===== config.mk =====
export PLATFORM = sky130hd
export DESIGN_NAME = salamander_prom_loader_flat
export DESIGN_NICKNAME = d
export VERILOG_FILES = /design/src/rtl/salamander_prom_loader_if.sv /design/src/rtl/salamander_prom_loader.sv /design/src/flat_wrapper.sv
export SDC_FILE = /design/constraint.sdc
export NUM_CORES = 1
export LEC_CHECK = 0
export ABC_AREA = 1
export BUFFER_PORTS_ARGS = -buffer_cell sky130_fd_sc_hd__buf_2
export CORE_MARGIN = 2
export CORE_UTILIZATION = 40
export DETAILED_ROUTE_END_ITERATION = 10
export MAX_ROUTING_LAYER = met4
export PLACE_DENSITY = 0.74
export SLEW_MARGIN = 0
export SYNTH_ARGS = -nofsm -noshare
export SYNTH_HDL_FRONTEND = slang
export SYNTH_SLANG_ARGS = --single-unit

===== constraint.sdc =====
create_clock -name i_MCLK -period 2.15 [get_ports i_MCLK]
set_clock_uncertainty 0.2 [all_clocks]
set_input_delay 0.1075 -clock i_MCLK [delete_from_list [all_inputs] [get_ports i_MCLK]]
set_output_delay 0.1075 -clock i_MCLK [all_outputs]
set_load 0.02 [all_outputs]

===== src/rtl/salamander_prom_loader_if.sv =====
// ---------------------------------------------------------------------------
// salamander_prom_loader_if
// Bundles the HPS ioctl download stream and the PROM programming bus used by
// salamander_prom_loader.
//   i_IOCTL_DOWNLOAD / i_IOCTL_INDEX / i_IOCTL_ADDR / i_IOCTL_DATA / i_IOCTL_WR
//     : download stream from the ioctl source (one byte per i_IOCTL_WR pulse)
//   o_IOCTL_WAIT : back-pressure to the ioctl source
//   o_PROG_ADDR / o_PROG_DIN / o_PROG_CS / o_PROG_WR
//     : shared PROM programming bus with one-hot chip selects
//   o_LOAD_DONE / o_CSUM / o_DROP : load status
// Modports: slave = the loader, master = the ioctl source / PROM bank side.
// ---------------------------------------------------------------------------
interface salamander_prom_loader_if;
  logic        i_IOCTL_DOWNLOAD;
  logic [7:0]  i_IOCTL_INDEX;
  logic [24:0] i_IOCTL_ADDR;
  logic [7:0]  i_IOCTL_DATA;
  logic        i_IOCTL_WR;
  logic        o_IOCTL_WAIT;
  logic [15:0] o_PROG_ADDR;
  logic [7:0]  o_PROG_DIN;
  logic [3:0]  o_PROG_CS;
  logic        o_PROG_WR;
  logic        o_LOAD_DONE;
  logic [7:0]  o_CSUM;
  logic        o_DROP;

  modport slave (
    input  i_IOCTL_DOWNLOAD, i_IOCTL_INDEX, i_IOCTL_ADDR, i_IOCTL_DATA, i_IOCTL_WR,
    output o_IOCTL_WAIT, o_PROG_ADDR, o_PROG_DIN, o_PROG_CS, o_PROG_WR,
           o_LOAD_DONE, o_CSUM, o_DROP
  );

  modport master (
    output i_IOCTL_DOWNLOAD, i_IOCTL_INDEX, i_IOCTL_ADDR, i_IOCTL_DATA, i_IOCTL_WR,
    input  o_IOCTL_WAIT, o_PROG_ADDR, o_PROG_DIN, o_PROG_CS, o_PROG_WR,
           o_LOAD_DONE, o_CSUM, o_DROP
  );
endinterface


===== src/rtl/salamander_prom_loader.sv =====
// ---------------------------------------------------------------------------
// salamander_prom_loader
// Converts the HPS ioctl download byte stream into PROM programming writes.
// Each accepted byte is decoded into one of four address regions; the write
// strobe is held for WR_HOLD cycles followed by one gap cycle so that PROMs
// sitting in another clock domain capture it safely.
// Ports:
//   i_MCLK  : system clock, rising edge
//   i_RST_n : asynchronous active-low reset
//   io      : salamander_prom_loader_if.slave (ioctl stream in, PROM bus and
//             status out)
// WR_HOLD must lie in 1..15 (hold counter is 4 bits wide).
// ---------------------------------------------------------------------------
module salamander_prom_loader #(
  parameter logic [7:0]  DL_INDEX = 8'd0,
  parameter int          WR_HOLD  = 2,
  parameter logic [24:0] R0_BASE  = 25'h000000,
  parameter int          R0_AW    = 8,
  parameter logic [24:0] R1_BASE  = 25'h000100,
  parameter int          R1_AW    = 8,
  parameter logic [24:0] R2_BASE  = 25'h000200,
  parameter int          R2_AW    = 8,
  parameter logic [24:0] R3_BASE  = 25'h000300,
  parameter int          R3_AW    = 10
) (
  input logic                      i_MCLK,
  input logic                      i_RST_n,
  salamander_prom_loader_if.slave  io
);

  typedef enum logic [2:0] {
    S_IDLE,
    S_ARMED,
    S_HOLD,
    S_GAP,
    S_DONE
  } state_t;

  localparam logic [3:0] HOLD_LAST = 4'(WR_HOLD - 1);

  // 26-bit compare so that a region ending exactly at 2**25 does not wrap.
  function automatic logic in_region(input logic [24:0] a,
                                     input logic [24:0] base,
                                     input int          aw);
    logic [25:0] lo;
    logic [25:0] hi;
    lo = {1'b0, base};
    hi = lo + (26'd1 << aw);
    return ({1'b0, a} >= lo) && ({1'b0, a} < hi);
  endfunction

  function automatic logic [15:0] rel_addr(input logic [24:0] a,
                                           input logic [24:0] base,
                                           input int          aw);
    logic [24:0] d;
    logic [24:0] m;
    d = a - base;
    m = (25'd1 << aw) - 25'd1;
    return 16'(d & m);
  endfunction

  state_t      state_q, state_d;
  logic [3:0]  cnt_q,   cnt_d;
  logic [15:0] addr_q,  addr_d;
  logic [7:0]  din_q,   din_d;
  logic [3:0]  cs_q,    cs_d;
  logic [7:0]  csum_q,  csum_d;
  logic        done_q,  done_d;
  logic        drop_q,  drop_d;
  logic        end_q,   end_d;

  logic [3:0]  dec_cs;
  logic [15:0] dec_addr;

  // Region decode of the live byte address; lowest region index wins.
  always_comb begin
    dec_cs   = 4'b0000;
    dec_addr = 16'h0000;
    if (in_region(io.i_IOCTL_ADDR, R0_BASE, R0_AW)) begin
      dec_cs   = 4'b0001;
      dec_addr = rel_addr(io.i_IOCTL_ADDR, R0_BASE, R0_AW);
    end else if (in_region(io.i_IOCTL_ADDR, R1_BASE, R1_AW)) begin
      dec_cs   = 4'b0010;
      dec_addr = rel_addr(io.i_IOCTL_ADDR, R1_BASE, R1_AW);
    end else if (in_region(io.i_IOCTL_ADDR, R2_BASE, R2_AW)) begin
      dec_cs   = 4'b0100;
      dec_addr = rel_addr(io.i_IOCTL_ADDR, R2_BASE, R2_AW);
    end else if (in_region(io.i_IOCTL_ADDR, R3_BASE, R3_AW)) begin
      dec_cs   = 4'b1000;
      dec_addr = rel_addr(io.i_IOCTL_ADDR, R3_BASE, R3_AW);
    end
  end

  always_comb begin
    state_d = state_q;
    cnt_d   = cnt_q;
    addr_d  = addr_q;
    din_d   = din_q;
    cs_d    = cs_q;
    csum_d  = csum_q;
    done_d  = done_q;
    drop_d  = drop_q;
    end_d   = end_q;

    unique case (state_q)
      S_IDLE: begin
        // Index is only qualified here; later index changes are ignored.
        if (io.i_IOCTL_DOWNLOAD && (io.i_IOCTL_INDEX == DL_INDEX)) begin
          state_d = S_ARMED;
          done_d  = 1'b0;
          csum_d  = 8'h00;
          drop_d  = 1'b0;
        end
      end

      S_ARMED: begin
        // A strobe coinciding with download end is still taken; the end is
        // remembered and honoured after the gap cycle.
        if (io.i_IOCTL_WR) begin
          state_d = S_HOLD;
          cnt_d   = 4'd0;
          addr_d  = dec_addr;
          din_d   = io.i_IOCTL_DATA;
          cs_d    = dec_cs;
          end_d   = ~io.i_IOCTL_DOWNLOAD;
        end else if (!io.i_IOCTL_DOWNLOAD) begin
          state_d = S_DONE;
        end
      end

      S_HOLD: begin
        if (!io.i_IOCTL_DOWNLOAD) end_d = 1'b1;
        if (io.i_IOCTL_WR)        drop_d = 1'b1;
        if ((cnt_q == 4'd0) && (cs_q != 4'b0000)) csum_d = csum_q + din_q;
        if (cnt_q == HOLD_LAST) begin
          state_d = S_GAP;
        end else begin
          cnt_d = cnt_q + 4'd1;
        end
      end

      S_GAP: begin
        if (io.i_IOCTL_WR) drop_d = 1'b1;
        if (end_q || !io.i_IOCTL_DOWNLOAD) begin
          state_d = S_DONE;
        end else begin
          state_d = S_ARMED;
        end
      end

      S_DONE: begin
        state_d = S_IDLE;
      end

      default: state_d = S_IDLE;
    endcase

    // Done flag must already be visible during the DONE cycle itself.
    if (state_d == S_DONE) done_d = 1'b1;
  end

  always_ff @(posedge i_MCLK or negedge i_RST_n) begin
    if (!i_RST_n) begin
      state_q <= S_IDLE;
      cnt_q   <= 4'd0;
      addr_q  <= 16'h0000;
      din_q   <= 8'h00;
      cs_q    <= 4'b0000;
      csum_q  <= 8'h00;
      done_q  <= 1'b0;
      drop_q  <= 1'b0;
      end_q   <= 1'b0;
    end else begin
      state_q <= state_d;
      cnt_q   <= cnt_d;
      addr_q  <= addr_d;
      din_q   <= din_d;
      cs_q    <= cs_d;
      csum_q  <= csum_d;
      done_q  <= done_d;
      drop_q  <= drop_d;
      end_q   <= end_d;
    end
  end

  // Outputs decode straight from registered state so reset clears them
  // asynchronously and nothing toggles mid-cycle.
  assign io.o_IOCTL_WAIT = (state_q == S_HOLD) || (state_q == S_GAP);
  assign io.o_PROG_WR    = (state_q == S_HOLD) && (cs_q != 4'b0000);
  assign io.o_PROG_CS    = ((state_q == S_HOLD) || (state_q == S_GAP)) ? cs_q : 4'b0000;
  assign io.o_PROG_ADDR  = addr_q;
  assign io.o_PROG_DIN   = din_q;
  assign io.o_LOAD_DONE  = done_q;
  assign io.o_CSUM       = csum_q;
  assign io.o_DROP       = drop_q;

endmodule

===== src/flat_wrapper.sv =====
// flat-port wrapper written by rule: the top's interface ports become plain ports
module salamander_prom_loader_flat 
#(
  parameter logic [7:0]  DL_INDEX = 8'd0,
  parameter int          WR_HOLD  = 2,
  parameter logic [24:0] R0_BASE  = 25'h000000,
  parameter int          R0_AW    = 8,
  parameter logic [24:0] R1_BASE  = 25'h000100,
  parameter int          R1_AW    = 8,
  parameter logic [24:0] R2_BASE  = 25'h000200,
  parameter int          R2_AW    = 8,
  parameter logic [24:0] R3_BASE  = 25'h000300,
  parameter int          R3_AW    = 10
)
  (i_MCLK, i_RST_n, io_i_IOCTL_DOWNLOAD, io_i_IOCTL_INDEX, io_i_IOCTL_ADDR, io_i_IOCTL_DATA, io_i_IOCTL_WR, io_o_IOCTL_WAIT, io_o_PROG_ADDR, io_o_PROG_DIN, io_o_PROG_CS, io_o_PROG_WR, io_o_LOAD_DONE, io_o_CSUM, io_o_DROP);
  salamander_prom_loader_if io_i ();
  input logic i_MCLK;
  input logic i_RST_n;
  input wire logic [$bits(io_i.i_IOCTL_DOWNLOAD)-1:0] io_i_IOCTL_DOWNLOAD;
  input wire logic [$bits(io_i.i_IOCTL_INDEX)-1:0] io_i_IOCTL_INDEX;
  input wire logic [$bits(io_i.i_IOCTL_ADDR)-1:0] io_i_IOCTL_ADDR;
  input wire logic [$bits(io_i.i_IOCTL_DATA)-1:0] io_i_IOCTL_DATA;
  input wire logic [$bits(io_i.i_IOCTL_WR)-1:0] io_i_IOCTL_WR;
  output wire logic [$bits(io_i.o_IOCTL_WAIT)-1:0] io_o_IOCTL_WAIT;
  output wire logic [$bits(io_i.o_PROG_ADDR)-1:0] io_o_PROG_ADDR;
  output wire logic [$bits(io_i.o_PROG_DIN)-1:0] io_o_PROG_DIN;
  output wire logic [$bits(io_i.o_PROG_CS)-1:0] io_o_PROG_CS;
  output wire logic [$bits(io_i.o_PROG_WR)-1:0] io_o_PROG_WR;
  output wire logic [$bits(io_i.o_LOAD_DONE)-1:0] io_o_LOAD_DONE;
  output wire logic [$bits(io_i.o_CSUM)-1:0] io_o_CSUM;
  output wire logic [$bits(io_i.o_DROP)-1:0] io_o_DROP;
  assign io_i.i_IOCTL_DOWNLOAD = io_i_IOCTL_DOWNLOAD;
  assign io_i.i_IOCTL_INDEX = io_i_IOCTL_INDEX;
  assign io_i.i_IOCTL_ADDR = io_i_IOCTL_ADDR;
  assign io_i.i_IOCTL_DATA = io_i_IOCTL_DATA;
  assign io_i.i_IOCTL_WR = io_i_IOCTL_WR;
  assign io_o_IOCTL_WAIT = io_i.o_IOCTL_WAIT;
  assign io_o_PROG_ADDR = io_i.o_PROG_ADDR;
  assign io_o_PROG_DIN = io_i.o_PROG_DIN;
  assign io_o_PROG_CS = io_i.o_PROG_CS;
  assign io_o_PROG_WR = io_i.o_PROG_WR;
  assign io_o_LOAD_DONE = io_i.o_LOAD_DONE;
  assign io_o_CSUM = io_i.o_CSUM;
  assign io_o_DROP = io_i.o_DROP;
  salamander_prom_loader #(.DL_INDEX(DL_INDEX), .WR_HOLD(WR_HOLD), .R0_BASE(R0_BASE), .R0_AW(R0_AW), .R1_BASE(R1_BASE), .R1_AW(R1_AW), .R2_BASE(R2_BASE), .R2_AW(R2_AW), .R3_BASE(R3_BASE), .R3_AW(R3_AW)) u_core (.i_MCLK(i_MCLK), .i_RST_n(i_RST_n), .io(io_i));
endmodule

# Yosys cells after proc, flatten, opt, wreduce, memory -nomap -nowiden
# Cells that the tools add are included.
# W data, S select, Z words.
[op_classes]
addsub = 5
n_lt_le_gt_ge = 7
eq_ne = 11
n_mux = 29
n_bitwise = 1
n_reduce_logical = 25
[ops]
columns = ["operator", "n"]
rows = [
  ["$ge A25 B10 Y1 const B", 2],
  ["$lt A25 B10 Y1 const B", 2],
  ["$mux W16", 3],
  ["$mux W4", 7],
  ["$ge A25 B9 Y1 const B", 1],
  ["$lt A25 B11 Y1 const B", 1],
  ["$lt A25 B9 Y1 const B", 1],
  ["$mux W8", 2],
  ["$pmux W8 S2", 1],
  ["$sub A8 B1 Y8 const B", 2],
  ["$mux W3", 5],
  ["$pmux W3 S4", 1],
  ["$reduce_and A3 Y1", 4],
  ["$mux W10", 1],
  ["$reduce_bool A2 Y1", 5],
  ["$sub A10 B10 Y10 const B", 1],
  ["$add A8 B8 Y8", 1],
  ["$logic_not A8 Y1", 1],
  ["$pmux W4 S2", 1],
  ["$eq A3 B2 Y1 const B", 2],
  ["$logic_and A1 B1 Y1", 6],
  ["$mux W1", 6],
  ["$ne A2 B1 Y1 const B", 3],
  ["$ne A2 B2 Y1 const B", 3],
  ["other kinds (13)", 16],
]
[totals]
register_bits = 46
output_inout_bits = 40
word_cells = 87

# Depth between registers and ports, before layout
[logic_depth]
word_depth = 7
mapped_depth = 11

# Worst setup path after synthesis
# OpenSTA, ideal clock, no wires.
[synth_path]
kind = "register -> register"
from = "register u_core.csum_q[0], in the netlist u_core.io.o_CSUM[0]"
to = "register u_core.csum_q[6], in the netlist u_core.io.o_CSUM[6]"
setup_time_ns = 0.116
t_arrival_ns = 1.811
required_time_ns = 1.834
path_slack_ns = 0.022
path_stages_with_launch = 12
path_buffers = 0
synth_period_minus_slack_ns = 2.128
cell_sequence = "dfrtp_1 -> ha_1 -> fa_1 -> nand3_1 -> nand2_1 -> nand2_1 -> nand2_1 -> nand2_1 -> nand2_1 -> or2_2 -> nand2_1 -> nand2_1"
[synth_via]
elab_chain_len = 3
[synth_rtl]
columns = ["element", "line", "text"]
rows = [
  ["start: declaration", "salamander_prom_loader.sv:67", "logic [7:0] csum_q, csum_d;"],
  ["start signal: assignment", "salamander_prom_loader.sv:179", "csum_q <= csum_d;"],
  ["$add A8 B8 Y8", "salamander_prom_loader.sv:134", "if ((cnt_q == 4'd0) && (cs_q != 4'b0000)) csum_d = csum_q + din_q;"],
  ["$mux W8", "salamander_prom_loader.sv:134", ""],
  ["$pmux W8 S2", "salamander_prom_loader.sv:105", "unique case (state_q)"],
]
# Every way passes these cells. The select of a mux whose other input is x is not followed.
# A chain may end at the register's enable or synchronous reset.

# Worst setup path in the final report
# Same ends and word-level chain as after synthesis.

==> metrics.txt <==
Iter 0 DRT Violations between 80 and 90; DR pass1 iterations 4; status completed; r2r setup slk roughly 150 ps; largest cells by area after synthesis dfrtp_1 41%, nand2_1 14%, ha_1 6.7%, nand3_1 5.5%, nor2_1 5.5%; Hold Path Origin io_i_IOCTL_ADDR[9]; worst reg2reg endpoint u_core.io.o_CSUM[6]; leakage 1.76 nW; proportion of layout cells with a drive suffix above 1 0.311; YS warnings 0; WL/cell ~12 um; post-synthesis sequential area ratio 0.411; Via-to-Cell Ratio 4.71; core area approximately 5900 um^2; Avg Synthesized Cell Area 7.85 um^2; Final setup viols 0; cell count of the worst reg-to-reg path 11; synthesized area roughly 2400 um^2; number of flops mapped to enable cells by yosys 0; DRT Wirelength between 5000 and 6000 um; post-synth top area cell dfrtp_1; H-tree depth 2; Final Slew Violations 0; final hold violation count 0; Critical Path AT about 2000 ps; die area roughly 6700 um^2; min-delay worst type input port to register; Comb power frac 0.440; max-cap check violation count 0; Placed Instance Area 2900 um^2; CP startpoint kind register; Initial Utilization 0.414; final core utilization 0.555; post-synthesis async set-or-reset flop share 1.00; number of global-route vias before repair roughly 2400; PnR Total Power roughly 3.2 mW; Hold Path Sink u_core.io.o_PROG_ADDR[9]; switching part of the total power 0.408; Internal Pwr Total 1.91 mW; r2r startpoint u_core.io.o_CSUM[0]; fin cells 493; critical path peak fanout 2; first-pass GRT wire length 10200 um; post-route ant nets 0; hold depth 5; initial antenna violation count 0; CP endpoint kind register; minimum clock period roughly 2000 ps; Synth Flop Type dfrtp_1; Die Ht between 80 and 90 um; drt drc 0; clock sinks 40; largest net degree at the start of global routing 20; crit path kind register to register; clk buf depth 2; pwr dens a little under 1000 nW/um^2; antenna diode count 0; RD Place Congestion between 0.8 and 0.9; GRT Residual Overflow 0; number of CTS-inserted buffers 5; Root Driver clkbuf_8; most common cell in the netlist nand2_1; pre-CTS setup slack about 22 ps; Synth Area in Compound Gates 0.0699; Core Rows 28; Synth top cells by count 93 x nand2_1, 40 x dfrtp_1, 36 x nor2_1; mux contribution to synthesized area 0; Synth Area in Adders 0.0750; Area Growth Syn to Fin 34.1%; clock network fraction of total power 0.208; port bufs 78; Clk Latency, worst-skew pair between 200 and 300 ps; largest family of logic cells by synthesized area simple AND/OR/NAND/NOR gates; fill count approximately 570; final instance area 3260 um^2; cells after synthesis slightly above 300; crit share post-route 0.931; FF+latch count, synth 40; Post-Synth XOR/XNOR Area 0.0108; CTS clock-pin slew for the worst setup and hold paths about 80 ps; nets@finish between 400 and 500; TritonCTS clock tree yes; post-synthesis simple-gate area fraction 0.356; Die X about 82 um; Fmax achieved around 500 MHz; Seq pwr share 0.352; Ports 85; worst vdd rail ir drop 0.615 mV; Net Sw Power between 1 and 1.5 mW; Vias roughly 2300; Worst Setup Slack, final between 100 and 150 ps; post-synth top area share 0.411; placed insts roughly 460; crit path from u_core.io.o_CSUM[0]; CP required roughly 2100 ps; overall routing resource usage 0.203; unique cell type count in the Yosys netlist 38; dpl hpwl ~4400 um
flip-flops by register name, summed over array words and instances, names as in the netlist:
signal / count
u_core.io.o_PROG_ADDR: 10
u_core.io.o_CSUM: 8
u_core.io.o_PROG_DIN: 8
u_core.cnt_q: 4
u_core.cs_q: 4
u_core.state_q: 3
u_core.end_q: 1
u_core.io.o_DROP: 1
u_core.io.o_LOAD_DONE: 1
layer usage:
metal  wire length, um  up-vias  global-route usage
li1                  -     1191                   -
met1              2440     1070               0.232
met2              3150       56               0.364
met3               238        6              0.0308
met4                80        0              0.0600
met5                 0        -                   -
placed cells by master (no fill, tap or decap), types with 2 or more instances in the layout:
cell           netlist  routed
inv_4                2       2
nor2_4               5       5
nand2_2              7       8
o21ai_0              7       7
inv_1               20      20
inv_2                7       7
o21ai_2              2       2
ha_1                13      12
nand3b_1             2       2
dfrtp_1             40      40
buf_4                6       6
dlygate4sd3_1        0      21
buf_2                3      78
nand4_1              3       3
nor2_8               2       2
nor2_1              36      36
o21ai_1              5       5
nand2_1             93      92
conb_1               1       6
a21oi_1              8       7
nand3_1             27      26
clkbuf_8             0       7
nor2_2               3       3
xor2_1               2       2
cells by family (layout without fill, tap and decap cells):
family                   count (synthesis)  after routing
other                                    1              6
AND/OR/NAND/NOR                        184            184
flip-flops                              40             40
buffers and inverters                   39            142
AO/OA/AOI/OAI                           29             29
XOR/XNOR                                 3              3
adder cells (fa/ha/maj)                 14             14
critical path, stage by stage (launching register included):
cell and delay (ps):
dfrtp_1 390, ha_2 200, fa_2 360, nand3_2 90, nand2_1 60, nand2_2 60
nand2_1 50, nand2_1 50, nand2_1 60, or2_2 260, nand2_1 60, nand2_1 40
stage by stage:
step           TNS [ps]  hold WS [ps]
6_report              0          46.2
5_1_grt           -3.00          75.3
2_1_floorplan         0          -388
4_1_cts               0          45.1
3_3_place_gp          0          -127
3_5_place_dp          0          -133
how the worst max path moves through the flow:
stage | cells past startpoint | end | slack, ps
finish | 11 | u_core.io.o_CSUM[6] | 150
global placement | 11 | u_core.io.o_CSUM[6] | 60
floorplan | 11 | u_core.io.o_CSUM[6] | 20
CTS | 11 | u_core.io.o_CSUM[6] | 10
detailed placement | 11 | u_core.io.o_CSUM[6] | 20
global route | 11 | u_core.io.o_CSUM[6] | -3
power by group through the flow:
stage	Combinational (mW)	Clock [mW]	Sequential, mW
after global routing	1.62	0.715	1.17
after floorplan	0.827	0	1.28
after global placement	1.32	0	1.14
final	1.42	0.671	1.14
after detailed placement	1.35	0	1.16
after CTS	1.39	0.687	1.14
cell type report:
cell class              count  area [um^2]  area share
well taps                  75         93.8      0.0287
clock buffers               7         96.3      0.0295
multi-input cells         236         1280       0.393
repair buffers            105          646       0.198
flip-flops and latches     40         1000       0.307
inverters                  29          114      0.0349
clock inverters             1         30.0     0.00920
repair_timing:
action                                  in CTS  in global routing
endpoints found under the hold margin       61                  0
buffers inserted                             0                  2
hold buffers                                21                  0
gates resized for setup                      0                  5
endpoints found under the setup margin       0                  1
No activity file was read; power rests on OpenSTA's default activity.
